==> src/rtl/external_bus_arbiter_if.sv <==
// External bus between the arbiter (master side) and the attached slave.
// The arbiter drives address/control/write data; the slave answers with
// acknowledge and read data.
interface external_bus_arbiter_if;
    logic [19:0] address;
    logic        bus_enable;
    logic [1:0]  byte_enable;
    logic        rw;
    logic [15:0] write_data;
    logic        acknowledge;
    logic [15:0] read_data;

    modport master (
        output address,
        output bus_enable,
        output byte_enable,
        output rw,
        output write_data,
        input  acknowledge,
        input  read_data
    );

    modport slave (
        input  address,
        input  bus_enable,
        input  byte_enable,
        input  rw,
        input  write_data,
        output acknowledge,
        output read_data
    );
endinterface

==> src/rtl/external_bus_arbiter.sv <==
// Two-master arbiter for a single external bus. Masters are served one
// transaction at a time with round-robin tie breaking; each transaction ends
// on slave acknowledge or after TIMEOUT unacknowledged bus cycles, and is
// always followed by a turnaround cycle with the bus released.
module external_bus_arbiter #(
    parameter int unsigned TIMEOUT = 255
) (
    input  logic                  clk_clk,
    input  logic                  reset_reset_n,

    input  logic                  m0_request,
    input  logic [19:0]           m0_address,
    input  logic [1:0]            m0_byte_enable,
    input  logic                  m0_rw,
    input  logic [15:0]           m0_write_data,
    output logic                  m0_grant,
    output logic                  m0_done,
    output logic                  m0_timeout,
    output logic [15:0]           m0_read_data,

    input  logic                  m1_request,
    input  logic [19:0]           m1_address,
    input  logic [1:0]            m1_byte_enable,
    input  logic                  m1_rw,
    input  logic [15:0]           m1_write_data,
    output logic                  m1_grant,
    output logic                  m1_done,
    output logic                  m1_timeout,
    output logic [15:0]           m1_read_data,

    external_bus_arbiter_if.master bus
);

    // Counter value seen on the last permitted unacknowledged BUS cycle.
    localparam logic [15:0] LAST_COUNT = 16'(TIMEOUT - 1);
    localparam logic [15:0] DEAD_DATA  = 16'hDEAD;

    typedef enum logic [1:0] {
        IDLE = 2'd0,
        BUS  = 2'd1,
        TURN = 2'd2
    } state_t;

    state_t            state_q, state_d;
    logic              last_q, last_d;        // 1: master 1 was granted last
    logic              owner_q, owner_d;      // master owning the current transaction
    logic [15:0]       count_q, count_d;
    logic [19:0]       address_q, address_d;
    logic              bus_enable_q, bus_enable_d;
    logic [1:0]        byte_enable_q, byte_enable_d;
    logic              rw_q, rw_d;
    logic [15:0]       write_data_q, write_data_d;
    logic [1:0]        grant_q, grant_d;
    logic [1:0]        done_q, done_d;
    logic [1:0]        timeout_q, timeout_d;
    logic [1:0][15:0]  read_data_q, read_data_d;
    logic              winner;

    // Next-state and next-output decode for the arbitration FSM.
    always_comb begin
        // NOTE: every signal gets a default before the case so no path
        // leaves one unassigned, which would otherwise infer a latch.
        state_d       = state_q;
        last_d        = last_q;
        owner_d       = owner_q;
        count_d       = count_q;
        address_d     = address_q;
        bus_enable_d  = bus_enable_q;
        byte_enable_d = byte_enable_q;
        rw_d          = rw_q;
        write_data_d  = write_data_q;
        grant_d       = grant_q;
        done_d        = '0;
        timeout_d     = '0;
        read_data_d   = read_data_q;
        winner        = 1'b0;

        unique case (state_q)
            IDLE: begin
                // On a tie the master that did not win last time goes first.
                if (m0_request && m1_request) begin
                    winner = ~last_q;
                end else begin
                    winner = m1_request;
                end

                if (m0_request || m1_request) begin
                    owner_d       = winner;
                    last_d        = winner;
                    count_d       = '0;
                    address_d     = winner ? m1_address     : m0_address;
                    byte_enable_d = winner ? m1_byte_enable : m0_byte_enable;
                    rw_d          = winner ? m1_rw          : m0_rw;
                    write_data_d  = winner ? m1_write_data  : m0_write_data;
                    bus_enable_d  = 1'b1;
                    grant_d       = winner ? 2'b10 : 2'b01;
                    state_d       = BUS;
                end
            end

            BUS: begin
                // Acknowledge takes priority over an expiry in the same cycle.
                if (bus.acknowledge || (count_q == LAST_COUNT)) begin
                    done_d[owner_q]    = 1'b1;
                    timeout_d[owner_q] = ~bus.acknowledge;
                    if (rw_q) begin
                        read_data_d[owner_q] = bus.acknowledge ? bus.read_data : DEAD_DATA;
                    end
                    bus_enable_d = 1'b0;
                    grant_d      = '0;
                    state_d      = TURN;
                end else begin
                    count_d = count_q + 16'd1;
                end
            end

            TURN: begin
                state_d = IDLE;
            end

            default: begin
                state_d = IDLE;
            end
        endcase
    end

    // State and registered-output update with synchronous active-low reset.
    always_ff @(posedge clk_clk) begin
        if (!reset_reset_n) begin
            // NOTE: non-blocking assignments so every register samples the
            // pre-edge values, independent of statement order.
            state_q       <= IDLE;
            last_q        <= 1'b1;
            owner_q       <= 1'b0;
            count_q       <= '0;
            address_q     <= '0;
            bus_enable_q  <= 1'b0;
            byte_enable_q <= '0;
            rw_q          <= 1'b0;
            write_data_q  <= '0;
            grant_q       <= '0;
            done_q        <= '0;
            timeout_q     <= '0;
            read_data_q   <= '0;
        end else begin
            state_q       <= state_d;
            last_q        <= last_d;
            owner_q       <= owner_d;
            count_q       <= count_d;
            address_q     <= address_d;
            bus_enable_q  <= bus_enable_d;
            byte_enable_q <= byte_enable_d;
            rw_q          <= rw_d;
            write_data_q  <= write_data_d;
            grant_q       <= grant_d;
            done_q        <= done_d;
            timeout_q     <= timeout_d;
            read_data_q   <= read_data_d;
        end
    end

    assign m0_grant        = grant_q[0];
    assign m0_done         = done_q[0];
    assign m0_timeout      = timeout_q[0];
    assign m0_read_data    = read_data_q[0];
    assign m1_grant        = grant_q[1];
    assign m1_done         = done_q[1];
    assign m1_timeout      = timeout_q[1];
    assign m1_read_data    = read_data_q[1];

    assign bus.address     = address_q;
    assign bus.bus_enable  = bus_enable_q;
    assign bus.byte_enable = byte_enable_q;
    assign bus.rw          = rw_q;
    assign bus.write_data  = write_data_q;

endmodule

==> src/flat_wrapper.sv <==
// flat-port wrapper written by rule: the top's interface ports become plain ports
module external_bus_arbiter_flat 
#(
    parameter int unsigned TIMEOUT = 255
)
  (clk_clk, reset_reset_n, m0_request, m0_address, m0_byte_enable, m0_rw, m0_write_data, m0_grant, m0_done, m0_timeout, m0_read_data, m1_request, m1_address, m1_byte_enable, m1_rw, m1_write_data, m1_grant, m1_done, m1_timeout, m1_read_data, bus_address, bus_bus_enable, bus_byte_enable, bus_rw, bus_write_data, bus_acknowledge, bus_read_data);
  external_bus_arbiter_if bus_i ();
  input  logic clk_clk;
  input  logic reset_reset_n;
  input  logic m0_request;
  input  logic [19:0] m0_address;
  input  logic [1:0] m0_byte_enable;
  input  logic m0_rw;
  input  logic [15:0] m0_write_data;
  output logic m0_grant;
  output logic m0_done;
  output logic m0_timeout;
  output logic [15:0] m0_read_data;
  input  logic m1_request;
  input  logic [19:0] m1_address;
  input  logic [1:0] m1_byte_enable;
  input  logic m1_rw;
  input  logic [15:0] m1_write_data;
  output logic m1_grant;
  output logic m1_done;
  output logic m1_timeout;
  output logic [15:0] m1_read_data;
  output wire logic [$bits(bus_i.address)-1:0] bus_address;
  output wire logic [$bits(bus_i.bus_enable)-1:0] bus_bus_enable;
  output wire logic [$bits(bus_i.byte_enable)-1:0] bus_byte_enable;
  output wire logic [$bits(bus_i.rw)-1:0] bus_rw;
  output wire logic [$bits(bus_i.write_data)-1:0] bus_write_data;
  input wire logic [$bits(bus_i.acknowledge)-1:0] bus_acknowledge;
  input wire logic [$bits(bus_i.read_data)-1:0] bus_read_data;
  assign bus_address = bus_i.address;
  assign bus_bus_enable = bus_i.bus_enable;
  assign bus_byte_enable = bus_i.byte_enable;
  assign bus_rw = bus_i.rw;
  assign bus_write_data = bus_i.write_data;
  assign bus_i.acknowledge = bus_acknowledge;
  assign bus_i.read_data = bus_read_data;
  external_bus_arbiter #(.TIMEOUT(TIMEOUT)) u_core (.clk_clk(clk_clk), .reset_reset_n(reset_reset_n), .m0_request(m0_request), .m0_address(m0_address), .m0_byte_enable(m0_byte_enable), .m0_rw(m0_rw), .m0_write_data(m0_write_data), .m0_grant(m0_grant), .m0_done(m0_done), .m0_timeout(m0_timeout), .m0_read_data(m0_read_data), .m1_request(m1_request), .m1_address(m1_address), .m1_byte_enable(m1_byte_enable), .m1_rw(m1_rw), .m1_write_data(m1_write_data), .m1_grant(m1_grant), .m1_done(m1_done), .m1_timeout(m1_timeout), .m1_read_data(m1_read_data), .bus(bus_i));
endmodule
==> config.mk <==
export PLATFORM = sky130hd
export DESIGN_NAME = external_bus_arbiter_flat
export DESIGN_NICKNAME = d
export VERILOG_FILES = /design/src/rtl/external_bus_arbiter_if.sv /design/src/rtl/external_bus_arbiter.sv /design/src/flat_wrapper.sv
export SDC_FILE = /design/constraint.sdc
export NUM_CORES = 1
export LEC_CHECK = 0
export CAP_MARGIN = 20
export CORE_MARGIN = 5
export CORE_UTILIZATION = 40
export DETAILED_ROUTE_END_ITERATION = 6
export PLACE_DENSITY = 0.75
export SYNTH_ARGS = -nofsm -noshare
export SYNTH_HDL_FRONTEND = slang
export SYNTH_SLANG_ARGS = --single-unit
==> constraint.sdc <==
create_clock -name clk_clk -period 3.6 [get_ports clk_clk]
set_input_delay 0.54 -clock clk_clk [delete_from_list [all_inputs] [get_ports clk_clk]]
set_output_delay 0.54 -clock clk_clk [all_outputs]
set_load 0.05 [all_outputs]
# Yosys cells after proc, flatten, opt, wreduce, memory -nomap -nowiden
# Index checks and enable logic that the tools add are counted.
[classes]
n_addsub = 1
order_cmp = 2
eq_ne = 5
n_mux = 25
bitwise = 3
reduce_logical = 12
[ops]
columns = ["cell", "n"]
rows = [
  ["16-bit two-way mux", 5],
  ["32-bit bitwise mux", 1],
  ["16-bit one-hot mux with 2 select lines", 1],
  ["20-bit two-way mux", 1],
  ["16-bit by 1-bit adder with 16-bit output, second input constant", 1],
  ["16-bit demux with 1-bit select", 1],
  ["16-bit by 8-bit equality test with 1-bit output, second input constant", 1],
  ["2-bit two-way mux", 6],
  ["3-bit AND reduction", 4],
  ["2-bit one-hot mux with 2 select lines", 2],
  ["1-bit two-way mux", 6],
  ["2-bit by 1-bit != test with 1-bit output, second input constant", 2],
  ["2-bit AND reduction", 2],
  ["2-bit AND", 1],
  ["2-bit by 1-bit equality test with 1-bit output, second input constant", 1],
  ["1-bit logical AND", 2],
  ["2-bit logical NOT", 1],
  ["1-bit logical OR", 2],
  ["1-bit by 2-bit < comparator with 1-bit output, second input constant", 1],
  ["2-bit != test, second input constant", 1],
  ["1-bit NOT", 2],
  ["1-bit one-hot mux with 2 select lines", 1],
  ["2-bit nonzero test", 1],
  ["1-bit demux with 1-bit select", 1],
  ["1-bit greater-or-equal comparator, second input constant", 1],
]
[totals]
register_bits = 98
elab_cells = 62

# Depth between registers and ports, before layout
[logic_depth]
depth_word = 6
depth_mapped = 9
ltp_nobuf = 7

# Least setup slack after synthesis
# Ideal clock, no wire load.
[synth_path]
path_kind = "register -> register"
start = "register u_core.count_q[0]"
end = "register u_core.read_data_q (netlist bit u_core.m1_read_data[11])"
arrival_time_ps = 1760
required_ps = 3528
setup_slack_ps = 1768
path_stages_with_launch = 10
path_buffers = 2
path_cell_list = "dfxtp_1 > inv_1 > ha_1 > nor4b_4 > a41oi_4 > nor2_2 > and3_1 > buf_6 > buf_12 > mux2i_1"
[synth_between]
elab_chain_cells = 3
[synth_rtl]
columns = ["element", "line", "rtl"]
rows = [
  ["start, declared", "external_bus_arbiter.sv:47", "logic [15:0] count_q, count_d;"],
  ["start signal, assigned", "external_bus_arbiter.sv:149", "count_q <= count_d;"],
  ["16-bit by 8-bit equality test with 1-bit output", "external_bus_arbiter.sv:103", "if (bus.acknowledge || (count_q == LAST_COUNT)) begin"],
  ["1-bit logical OR", "external_bus_arbiter.sv:103", ""],
  ["3-bit AND reduction (no line)", "-", ""],
  ["end signal, assigned", "external_bus_arbiter.sv:158", "read_data_q <= read_data_d;"],
  ["end, declared", "external_bus_arbiter.sv:56", "logic [1:0][15:0] read_data_q, read_data_d;"],
]
# No other way between the ends.
# A chain may end at the register's enable or synchronous reset.

# Final worst setup path
[layout_path]
start = "register u_core.count_q[0]"
end = "register u_core.read_data_q (netlist bit u_core.m1_read_data[3])"
# Same word-level chain as after synthesis.

==> flow_summary.ini <==
[run_status]
status = completed

[die]
fp.dieW_um = 114.4
num_io_pins = 177
coreArea_sq_um = 10750
standard_cell_rows = 38
dieArea_sq_um = 13080
die_h_um = 114.4
floorplan.initialDensity = 0.4053

[critical_path]
regToRegEndpoint = u_core.m1_read_data[3]
critical_path.cell_chain = inv_1, ha_1, nor4b_4, a41oi_4, nor2_2, and3_1, mux2i_1
worst_path_largest_cell_delay_ps = 800
cp_max_fo = 16
category_of_cells_accounting_for_the_largest_share_of_critical_path_delay = simple AND/OR/NAND/NOR gates
timing.critical_path.arrival_ps = 2780
crit_path_end_kind = flip-flop
worst_r2r_src = u_core.count_q[0]
required_ps = 3900
crit_path_top_delay_cell = sky130_fd_sc_hd__and3_1
worstSetupPathType = flip-flop to flip-flop
crit_buf_inv = 1
r2r_cells = 7
startpoint_type = flip-flop
crit_start = u_core.count_q[0]
reg2reg_slack_ps = 1110

[cts]
post_cts_resize_count = 0
ctsRootBufferMaster = sky130_fd_sc_hd__clkbuf_8
tritoncts_clock_tree = built
cts_post_setup_buffers_inserted = 0
clock_buffers_created_by_tritoncts = 9
cts_htree_levels = 3
clock_insertion_delay_worst_skew_ps = 370
holdBufCountCts = 0
number_of_sinks_handled_by_clock_tree_synthesis = 98
clock_path_buffers = 2
path_clk_slew_ps = 100

[timing]
layout_worst_path_cycle_share = 0.6912
setup-tns-final_ps = 0
timing.final.ws_setup_ps = 1112
maximum_operating_frequency_mhz = 401.9
transition_at_the_pin_with_the_smallest_max_transition_slack_ps = 949.2
final-max-slew-violation-count = 0
final.min_clock_period_ps = 2488
post_route_clock_skew_ps = 11.27
max_slew_headroom = 0.3672
rsz0062_at_grt = false
setup_viol = 0
number_of_hold_violations_in_the_final_report = 0

[yosys]
synth_top_family_by_area = compound AO/OA/AOI/OAI gates
post_synth_main_area_contributors = sky130_fd_sc_hd__dfxtp_1, sky130_fd_sc_hd__mux2i_1, sky130_fd_sc_hd__o211a_1
fraction_of_synthesized_cell_area_taken_by_the_top_area_cell_type = 0.4504
ys_async_sr_fraction = 0
synth_edf_count = 0
synth_simple_gate_area_frac = 0.1612
synth_top_cell_by_area = sky130_fd_sc_hd__dfxtp_1
syn_area_sq_um = 4355
synthAdderAreaFrac = 0.005745
post_synth_inst_count = 445
share_of_the_synthesized_area_in_compound_gates_ao_oa_aoi_oai = 0.1637
synth-main-ff-cell = sky130_fd_sc_hd__dfxtp_1
syn-num-nets = 546
synth-seq-area-share = 0.4504
ys.warnings.count = 0
postSynthAreaPerCell_sq_um = 9.787
number_of_synthesized_register_bits = 98
synth_xor_area_frac = 0.008044
synth_mux_area_frac = 0.1632
yosys.cell_types.count = 52

[pwr]
p_sw_uw = 845.0
power.switching_fraction = 0.3323
p_leak_nw = 2.733
peakVddDrop_v = 0.0002749
power_frac_comb = 0.271
clock_power_share = 0.263
cell_internal_pwr_mw = 1.698
power_density_nw_per_um2 = 400.7
seq_power_share = 0.466

[final_layout]
net_total_in_the_final_layout = 710
postLayoutCellArea_sq_um = 6347
layout-drive-gt1-share = 0.06515
area.growth.synth_to_final_pct = 45.73
post-route-util = 0.5907
number_of_antenna_cells_inserted = 0

[place]
dpl-instance-area_sq_um = 6171
pre_cts_slack_ps = 1066
routabilityCongestion = 0.8351
io_buffers = 176
dp_hpwl_mm = 8.900

[drt]
wl_per_cell_um = 15.66
num_vias = 3865
ant_nets = 0
drt_pass1_iterations = 6
finalWirelength_mm = 11.81
post_drt_via_cell_ratio = 5.126
drt_first_iter_violations = 162
drc = 0

[job]
drv.max_cap_violation_count = 0

[grt]
antenna_violations_before_repair = 0
groute.usage.overall = 0.1799
maximum_number_of_pins_on_one_net_before_global_route_repair = 67
first_global_vias = 3869
wire_length_of_the_first_global_routing_pass_mm = 18.80
globalRouteOverflowTotal = 0

[min_path]
worst_hold_path.num_cells = 2
hold_class = flip-flop to flip-flop
worstHoldEndpoint = u_core.m0_read_data[10]
hold_path_start = u_core.m0_read_data[10]
[power by group through the flow]
stage / Combinational [mW] / Sequential, mW / Clock (mW)
global placement: 0.687 / 1.21 / 0
floorplan: 0.216 / 1.41 / 0
global route: 0.736 / 1.20 / 0.741
CTS: 0.696 / 1.19 / 0.688
detailed placement: 0.693 / 1.21 / 0
finish: 0.689 / 1.19 / 0.668
[sequential cells by signal, summed over array words and instances, names as in the netlist, 2 cells and up]
| register | cells |
|---|---|
| u_core.done_q | 2 |
| u_core.grant_q | 2 |
| u_core.count_q | 16 |
| u_core.timeout_q | 2 |
| u_core.bus.byte_enable | 2 |
| u_core.m0_read_data | 16 |
| u_core.bus.write_data | 16 |
| u_core.bus.address | 20 |
| u_core.m1_read_data | 16 |
| u_core.state_q | 2 |
[worst max-delay path by stage]
| stage | to | cells past startpoint | slack, ps |
|---|---|---|---|
| 3_3_place_gp | u_core.m1_read_data[5] | 5 | 1100 |
| 3_5_place_dp | u_core.m1_read_data[3] | 5 | 1070 |
| 5_1_grt | u_core.m1_read_data[13] | 7 | 890 |
| 6_report | u_core.m1_read_data[3] | 7 | 1110 |
| 2_1_floorplan | u_core.m1_read_data[11] | 9 | 1770 |
| 4_1_cts | u_core.m1_read_data[3] | 6 | 1100 |
[Yosys cell counts (5+ instances only)]
cell and instances:
sky130_fd_sc_hd__buf_2 5, sky130_fd_sc_hd__nor2b_1 5, sky130_fd_sc_hd__nor3_1 9, sky130_fd_sc_hd__nand2_1 83
sky130_fd_sc_hd__mux2i_1 71, sky130_fd_sc_hd__clkbuf_1 16, sky130_fd_sc_hd__a21oi_1 9, sky130_fd_sc_hd__o211a_1 39
sky130_fd_sc_hd__nand3_1 11, sky130_fd_sc_hd__nor2_1 13, sky130_fd_sc_hd__dfxtp_1 98, sky130_fd_sc_hd__o21ai_0 20
[cell families (layout without fill, tap and decap cells)]
group / after synthesis / in the layout
simple gates: 147 / 147
flops: 98 / 98
compound gates: 88 / 88
mux: 71 / 71
buf+inv: 35 / 204
xor+xnor: 4 / 4
fa+ha+maj: 2 / 2
[metrics by stage]
step	hold slack, ps	power, mW	cells
after detailed placement	450.1	1.905	738
after global placement	444.2	1.896	738
after floorplan	436.7	1.629	445
after CTS	467.3	2.571	754
after global routing	484.2	2.671	754
final	463.8	2.543	754
[cells in the final DEF (no fill, tap or decap), types with 2 or more instances in the layout]
master                            count
sky130_fd_sc_hd__a21boi_1             2
sky130_fd_sc_hd__a21oi_1              9
sky130_fd_sc_hd__a21oi_2              2
sky130_fd_sc_hd__a31oi_1              4
sky130_fd_sc_hd__and2_1               3
sky130_fd_sc_hd__and3_1               3
sky130_fd_sc_hd__buf_4                8
sky130_fd_sc_hd__clkbuf_8             9
sky130_fd_sc_hd__clkdlybuf4s50_1    175
sky130_fd_sc_hd__clkinvlp_4           2
sky130_fd_sc_hd__dfxtp_1             98
sky130_fd_sc_hd__ha_1                 2
sky130_fd_sc_hd__inv_1                3
sky130_fd_sc_hd__inv_6                2
sky130_fd_sc_hd__mux2i_1             71
sky130_fd_sc_hd__nand2_1             83
sky130_fd_sc_hd__nand3_1             11
sky130_fd_sc_hd__nand4_1              3
sky130_fd_sc_hd__nor2_1              13
sky130_fd_sc_hd__nor2b_1              5
sky130_fd_sc_hd__nor3_1               8
sky130_fd_sc_hd__nor3_2               2
sky130_fd_sc_hd__nor4_1               3
sky130_fd_sc_hd__o211a_1             39
sky130_fd_sc_hd__o21ai_0             20
sky130_fd_sc_hd__or3_1                2
sky130_fd_sc_hd__or4_1                2
sky130_fd_sc_hd__xor2_1               3
[tightest hold or removal path: cells and delay by family (launching register included)]
| family | cells | cell delay, ps |
|---|---|---|
| flops | 1 | 320 |
| mux | 1 | 50 |
| simple gates | 1 | 50 |
[layer usage]
layer  global-route usage  part of all wire
met2               0.2912              0.46
met1               0.2129              0.41
met5                    0                 0
met4              0.05226             0.011
met3              0.08562              0.12
[area by class of cell]
class | instances | area (sq um)
timing repair buffer | 184 | 1817
multi-input combinational | 312 | 2202
inverter | 4 | 15.01
clock inverter | 6 | 48.80
sequential | 98 | 1962
clock buffer | 10 | 127.6
tap | 140 | 175.2
fill | 944 | 4398
(Power assumes the default switching activity.)
